[src/rtl/core_pkg.sv]
// Shared types and widths for the 9-bit-ISA core front end.
package core_pkg;

    localparam int unsigned ADDR_W  = 10;
    localparam int unsigned INSTR_W = 9;

    typedef logic [INSTR_W-1:0] instr_t;

    typedef enum logic [1:0] {
        IDLE  = 2'd0,
        RUN   = 2'd1,
        DRAIN = 2'd2,
        DONE  = 2'd3
    } fetch_state_t;

endpackage

[src/rtl/fetch_skid.sv]
// One-entry instruction+pc holding slot for data returning while the fetch output is stalled.
module fetch_skid #(
    parameter int unsigned ADDR_W  = 10,
    parameter int unsigned INSTR_W = 9
) (
    input  logic               clk,
    input  logic               rst_n,
    input  logic               push_i,
    input  logic               pop_i,
    input  logic               clear_i,
    input  logic [INSTR_W-1:0] data_i,
    input  logic [ADDR_W-1:0]  pc_i,
    output logic [INSTR_W-1:0] data_o,
    output logic [ADDR_W-1:0]  pc_o,
    output logic               full_o
);

    logic               full_q;
    logic [INSTR_W-1:0] data_q;
    logic [ADDR_W-1:0]  pc_q;

    // Push wins over pop so a simultaneous pop+push refills the slot.
    always_ff @(posedge clk or negedge rst_n) begin
        if (!rst_n) begin
            full_q <= 1'b0;
            data_q <= '0;
            pc_q   <= '0;
        end else if (clear_i) begin
            full_q <= 1'b0;
        end else if (push_i) begin
            full_q <= 1'b1;
            data_q <= data_i;
            pc_q   <= pc_i;
        end else if (pop_i) begin
            full_q <= 1'b0;
        end
    end

    assign data_o = data_q;
    assign pc_o   = pc_q;
    assign full_o = full_q;

endmodule

[src/rtl/fetch_stage.sv]
// Instruction fetch stage: issues imem reads for pc, registers instr+pc, absorbs stalls, flushes, drains on halt.
module fetch_stage #(
    parameter int unsigned ADDR_W  = core_pkg::ADDR_W,
    parameter int unsigned INSTR_W = core_pkg::INSTR_W,
    parameter int unsigned CNT_W   = 16
) (
    input  logic               CLK,
    input  logic               init_n,
    input  logic               start,
    input  logic [ADDR_W-1:0]  pc,
    input  logic               halt,
    input  logic               stall,
    input  logic               flush,
    output logic [ADDR_W-1:0]  imem_addr,
    output logic               imem_re,
    input  logic [INSTR_W-1:0] imem_rdata,
    output logic [INSTR_W-1:0] instr,
    output logic [ADDR_W-1:0]  instr_pc,
    output logic               instr_valid,
    output logic [CNT_W-1:0]   fetch_count,
    output logic               done
);

    import core_pkg::*;

    fetch_state_t       state_q, state_d;
    logic               inflight_q, inflight_d;
    logic [ADDR_W-1:0]  inflight_pc_q, inflight_pc_d;
    logic [INSTR_W-1:0] instr_q, instr_d;
    logic [ADDR_W-1:0]  instr_pc_q, instr_pc_d;
    logic               instr_valid_q, instr_valid_d;
    logic [CNT_W-1:0]   cnt_q, cnt_d;
    logic               done_q, done_d;

    logic               issue_c;
    logic               accept_c;
    logic               skid_push, skid_pop, skid_clear, skid_full;
    logic [INSTR_W-1:0] skid_data;
    logic [ADDR_W-1:0]  skid_pc;

    fetch_skid #(
        .ADDR_W (ADDR_W),
        .INSTR_W(INSTR_W)
    ) u_skid (
        .clk    (CLK),
        .rst_n  (init_n),
        .push_i (skid_push),
        .pop_i  (skid_pop),
        .clear_i(skid_clear),
        .data_i (imem_rdata),
        .pc_i   (inflight_pc_q),
        .data_o (skid_data),
        .pc_o   (skid_pc),
        .full_o (skid_full)
    );

    assign accept_c = instr_valid_q && !stall;

    // Next-state, issue and output-register update.
    always_comb begin
        state_d       = state_q;
        issue_c       = 1'b0;
        cnt_d         = cnt_q;
        instr_d       = instr_q;
        instr_pc_d    = instr_pc_q;
        instr_valid_d = instr_valid_q;
        skid_push     = 1'b0;
        skid_pop      = 1'b0;
        skid_clear    = 1'b0;

        case (state_q)
            IDLE:  if (start) state_d = RUN;
            RUN: begin
                if (halt) state_d = DRAIN;
                else      issue_c = !stall && !skid_full;
            end
            DRAIN: begin
                if (!inflight_q && !skid_full && (!instr_valid_q || accept_c))
                    state_d = DONE;
            end
            DONE:  if (start) state_d = RUN;
            default: state_d = IDLE;
        endcase

        if ((state_q == IDLE || state_q == DONE) && start)
            cnt_d = '0;
        else if (accept_c && (cnt_q != '1))
            cnt_d = cnt_q + CNT_W'(1);

        if (flush) begin
            instr_valid_d = 1'b0;
            skid_clear    = 1'b1;
        end else if (!instr_valid_q || accept_c) begin
            if (skid_full) begin
                instr_d       = skid_data;
                instr_pc_d    = skid_pc;
                instr_valid_d = 1'b1;
                skid_pop      = 1'b1;
                skid_push     = inflight_q;
            end else if (inflight_q) begin
                instr_d       = imem_rdata;
                instr_pc_d    = inflight_pc_q;
                instr_valid_d = 1'b1;
            end else begin
                instr_valid_d = 1'b0;
            end
        end else begin
            skid_push = inflight_q;
        end

        inflight_d    = issue_c;
        inflight_pc_d = issue_c ? pc : inflight_pc_q;
        done_d        = (state_d == DONE);
    end

    always_ff @(posedge CLK or negedge init_n) begin
        if (!init_n) begin
            state_q       <= IDLE;
            inflight_q    <= 1'b0;
            inflight_pc_q <= '0;
            instr_q       <= '0;
            instr_pc_q    <= '0;
            instr_valid_q <= 1'b0;
            cnt_q         <= '0;
            done_q        <= 1'b0;
        end else begin
            state_q       <= state_d;
            inflight_q    <= inflight_d;
            inflight_pc_q <= inflight_pc_d;
            instr_q       <= instr_d;
            instr_pc_q    <= instr_pc_d;
            instr_valid_q <= instr_valid_d;
            cnt_q         <= cnt_d;
            done_q        <= done_d;
        end
    end

    assign imem_addr   = pc;
    assign imem_re     = issue_c;
    assign instr       = instr_q;
    assign instr_pc    = instr_pc_q;
    assign instr_valid = instr_valid_q;
    assign fetch_count = cnt_q;
    assign done        = done_q;

endmodule
[config.mk]
export PLATFORM = sky130hd
export DESIGN_NAME = fetch_stage
export DESIGN_NICKNAME = d
export VERILOG_FILES = /design/src/rtl/core_pkg.sv /design/src/rtl/fetch_skid.sv /design/src/rtl/fetch_stage.sv
export SDC_FILE = /design/constraint.sdc
export NUM_CORES = 1
export LEC_CHECK = 0
export CAP_MARGIN = 20
export CORE_ASPECT_RATIO = 0.9
export CORE_UTILIZATION = 45
export DETAILED_ROUTE_END_ITERATION = 6
export PLACE_DENSITY = 0.75
export SYNTH_ARGS = -nofsm -noshare
export SYNTH_HDL_FRONTEND = slang
export SYNTH_SLANG_ARGS = --single-unit
[constraint.sdc]
create_clock -name CLK -period 1.6 [get_ports CLK]
set_input_delay 0.24 -clock CLK [delete_from_list [all_inputs] [get_ports CLK]]
set_output_delay 0.24 -clock CLK [all_outputs]
set_load 0.02 [all_outputs]
### After elaboration in Yosys (flattened, before gate mapping)

Index checks and enable logic that the tools add are counted.
W data, S select, Z words.

* flip-flop bits (word level): 70
* output and inout bits: 48
* logic and storage cells: 65

* $add $sub $neg: 1
* equal/unequal tests: 5
* mux-type cells: 26
* bitwise operators: 2
* reduce and logical (&&, ||, !) cells: 20

Operators by type and width (count)
* $mux W16: 2
* $mux W10: 2
* $mux W9: 2
* $add A16 B1 Y16 const B: 1
* $mux W1: 16
* $ne A16 B16 Y1 const B: 1
* $eq A2 B2 Y1 const B: 3
* $logic_and A1 B1 Y1: 6
* $mux W2: 3
* $pmux W2 S3: 1
* $reduce_bool A2 Y1: 3
* $logic_not A1 Y1: 4
* $reduce_and A3 Y1: 1
* $reduce_bool A3 Y1: 1
* $eq A2 B1 Y1 const B: 1
* $logic_not A2 Y1: 1
* $logic_or A1 B1 Y1: 2
* $not A1 Y1: 2
* $reduce_and A2 Y1: 1
* $reduce_or A2 Y1: 1

### Logic depth before layout (Yosys ltp)

* word-level depth: 8
* mapped depth: 8
* depth with buffers taken out: 6

### By module

From an unflattened synthesis, not the netlist that was laid out.

* cell total of the unflattened synthesis: 283
* area, all modules: 3330.7 µm²

Modules (own cells, without submodules)
* fetch_stage: instances 1, cells an instance 238, area an instance 2518.7 µm²
* fetch_skid: instances 1, cells an instance 45, area an instance 812.0 µm²

### Worst setup path after synthesis

Ideal clock, no wire load.

* path kind: reg-to-reg
* start: reg cnt_q[0] (netlist: fetch_count[0])
* end: reg cnt_q[13] (netlist: fetch_count[13])
* data arrival time: 1.719 ns
* slack: -0.239 ns
* stages on the path, launching flop included: 6
* cells stage by stage: dfrtp_1 ha_1 nand4_1 or4_4 buf_6 a31o_1

* word-level cells in the longest chain between the ends: 3
* elaborated cells on any way between the ends: 6

Ends and longest elaborated chain
* start, declared: RTL line fetch_stage.sv:32 `logic [CNT_W-1:0] cnt_q, cnt_d;`
* start signal, assigned: RTL line fetch_stage.sv:133 `cnt_q <= cnt_d;`
* $add A16 B1 Y16 / $ne A16 B16 Y1 (equally long branches): RTL line fetch_stage.sv:88, fetch_stage.sv:87
* $mux W16 / $logic_and A1 B1 Y1 (equally long branches): RTL line fetch_stage.sv:87 `else if (accept_c && (cnt_q != '1))`
* $mux W16 / $reduce_bool A2 Y1 (equally long branches)

Parallel ways exist; a longest one is shown, timed or not. The select of a mux whose other input is x is not followed.
A chain may end at the register's enable or synchronous reset.

### Worst setup path in the final report

* start: reg cnt_q[1] (netlist: fetch_count[1])
* end: reg cnt_q[9] (netlist: fetch_count[9])

The elaborated chain is that of the path after synthesis.

==> flow_metrics.py <==
metrics = {
    "yosys": {
        "synth_edf_count": 0,
        "synth-compound-area-share_pct": 9.54,
        "synthTopCellsByArea": "dfrtp_1 53%, mux2_2 9.9%, mux2i_1 5.8%",
        "yosys_warnings": 0,
        "netlist_instances": 295,
        "synthArstFlopShare_pct": 100,
        "synth_mux_area_share_pct": 15.7,
        "avgSynthCellArea_um2": 11.2,
        "yosys.area_share.simple_pct": 15.8,
        "synth.top_cell.area_share_pct": 53.2,
        "ys_ff_latch": 70,
        "synth_fp_nets": 323,
        "synth_top_family_by_area": "simple AND/OR/NAND/NOR gates",
        "yosysTopAreaCell": "dfrtp_1",
        "yosys.area_share.xor_xnor_pct": 0,
        "syn_area_um2": 3290,
        "seq_area_frac_synth_pct": 53.2,
        "ys_types": 43,
        "synth_fa_ha_area_share_pct": 1.14,
        "synth_ff_type": "dfrtp_1",
    },
    "cts": {
        "htreeDepth": 3,
        "cts_buffers": 9,
        "clockBufferDepth": 2,
        "cts-root-buf": "clkbuf_8",
        "clock_latency_ns": 0.35,
        "clkTransAtPathRegs_ns": 0.07,
        "cts_tree": "done",
        "clock-sinks": 70,
    },
    "routing": {
        "viasPerCell": 5.43,
        "wl_per_cell_um": 16.7,
        "drtAntennaViolNets": 0,
        "routed_wirelength_mm": 8.58,
        "drt_first_pass_iters": 4,
        "drtIter0Drc": 149,
        "vias": 2797,
        "drc": 0,
    },
    "outcome": {
        "status": "finished with violations",
        "violations": "setup timing",
    },
    "worst_hold_path": {
        "hp-class": "primary input to asynchronous set/reset pin",
    },
    "global_route": {
        "grt_pass1_wl_mm": 13.3,
        "grt_pass1_vias": 2842,
        "grt_max_degree": 71,
        "groute.usage.overall_pct": 21.9,
        "grt_overflow_total": 0,
        "antenna_found_initial": 0,
    },
    "sta": {
        "max_freq_mhz": 596,
        "min_period_ns": 1.68,
        "fin_skew_ns": 0.0127,
        "worst_slack_ns": -0.0780,
        "rsz0062_at_grt": "yes",
        "hold_ws_ns": 0.456,
        "hold_viol": 0,
        "fin_tns_setup_ns": -0.551,
        "setup_viol": 10,
        "finalMaxSlewViolations": 0,
        "worst_slew_pin_slew_ns": 0.547,
        "max_slew_margin_pct": 63.2,
        "fin_crit_sh_pct": 105,
    },
    "critical_path": {
        "slowest_stage": "or4_4",
        "max_stage_delay_ns": 0.52,
        "worstPathMaxFanout": 4,
        "cp.required_ns": 1.83,
        "reg2reg_from": "fetch_count[1]",
        "startpoint": "fetch_count[1]",
        "cp-start-kind": "flip-flop",
        "crit_type": "flip-flop to flip-flop",
        "crit_path_cell_trace": "ha_4 > nand4_1 > buf_4 > or4_4 > a31o_1",
        "critPathArrivalTime_ns": 1.91,
        "end_kind": "flip-flop",
    },
    "die": {
        "die_x_um": 92.2,
        "die_y_um": 83.1,
        "start_util_pct": 46.5,
        "io_pins": 73,
        "coreArea_um2": 7080,
        "die-area_um2": 7660,
        "num_rows": 29,
    },
    "finish": {
        "most-common-layout-cells": "65 x dfrtp_1, 44 x buf_4, 41 x clkdlybuf4s50_1, 28 x nor2_1, 28 x a21oi_1",
        "final_common_cell": "dfrtp_1",
        "seq_area_um2": 1760,
        "drive_gt1_share_pct": 35.1,
        "finish.instance_area_um2": 5050,
        "finalNetCount": 446,
        "fillers": 517,
        "area_growth_pct": 53.6,
        "diodes": 0,
        "multiInputGateArea_um2": 1610,
    },
    "pwr": {
        "p_leak_nw": 2.33,
        "power_density_nw_per_um2": 1370,
        "peakVddDrop_mv": 1.01,
    },
    "place": {
        "place_area_um2": 4430,
        "dp_hpwl_mm": 5.25,
        "place.gp.congestion": 0.856,
        "port_buffers": 72,
    },
    "flow_run": {
        "drv_cap": 0,
    },
}
==> power breakdown <==
part           switching, mW  leakage [nW]  internal, mW
sequential             0.302         0.897          2.23
combinational           1.25          1.31          1.41
clock                  0.686         0.123          1.08
==> cells in the mapped netlist (3+ instances only) <==
cell type / n
nand4_1: 9
buf_4: 11
nor3_1: 6
a21oi_1: 32
nor2_1: 29
nand3_1: 5
nor4_1: 4
buf_2: 4
a31o_1: 4
and2_1: 3
or4_1: 3
ha_1: 3
or3_1: 6
nand2_1: 14
mux2_2: 29
clkbuf_1: 7
dfrtp_1: 70
o21ai_0: 8
mux2i_1: 19
==> stage by stage <==
step,util [%],power (mW),instances,worst slack (ns)
detailed placement,62.6,4.85,483,-0.401
global route,71.4,7.32,515,-0.138
floorplan,-,3.70,295,-0.109
finish,71.4,6.95,515,-0.0780
CTS,67.3,6.70,502,-0.0616
global placement,62.6,4.76,483,-0.414
==> what timing repair did <==
action	in CTS	in global routing
setup buffers	1	10
hold endpoints to repair	70	0
gates cloned	2	3
setup endpoints to repair	74	59
pin swaps	4	17
hold buffers	1	0
resized for setup	46	52
==> final cells by class <==
class	instances	area share, %
clock inverters	5	2.13
repair buffers	135	26.0
clock buffers	10	2.72
flip-flops and latches	70	34.8
multi-input cells	200	31.8
inverters	2	0.198
well taps	93	2.30
==> routing by layer <==
layer	global-route usage [%]	vias to the layer above	share of wire, %
met1	28.1	1390	44
met3	5.68	11	4.8
met5	0	-	0
li1	-	1311	-
met2	36.2	85	50
met4	6.96	0	0.89
==> registers in the layout, indices dropped and copies added, names as in the netlist, 2 cells and up <==
name / count
fetch_count: 16
inflight_pc_q: 10
instr: 9
instr_pc: 10
state_q: 2
u_skid.pc_o: 10
u_skid.data_o: 9
==> worst max-delay path, delay by kind of cell (launching register included) <==
family | cells | cell delay [ns]
fa+ha+maj | 1 | 0.15
flops | 1 | 0.40
simple gates | 2 | 0.65
buf+inv | 1 | 0.17
compound gates | 1 | 0.20
==> kinds of logic (layout without fill, tap and decap cells) <==
| logic type | count (synthesis) | after routing |
|---|---|---|
| fa+ha+maj | 3 | 3 |
| flops | 70 | 70 |
| mux | 48 | 48 |
| buf+inv | 26 | 152 |
| simple gates | 94 | 95 |
| compound gates | 54 | 54 |
==> path summary, 6_finish.rpt <==
path | endpoint | slack, ns | cells after the start
min reg2reg | u_skid.data_o[4] | 0.51 | 1
max reg2reg | fetch_count[9] | -0.08 | 5
max in group asynchronous | instr_valid | 0.82 | 3
max | fetch_count[9] | -0.08 | 5
min | state_q[0] | 0.46 | 3
min in group CLK | u_skid.data_o[4] | 0.51 | 1
Power figures use the tool's default switching activity.
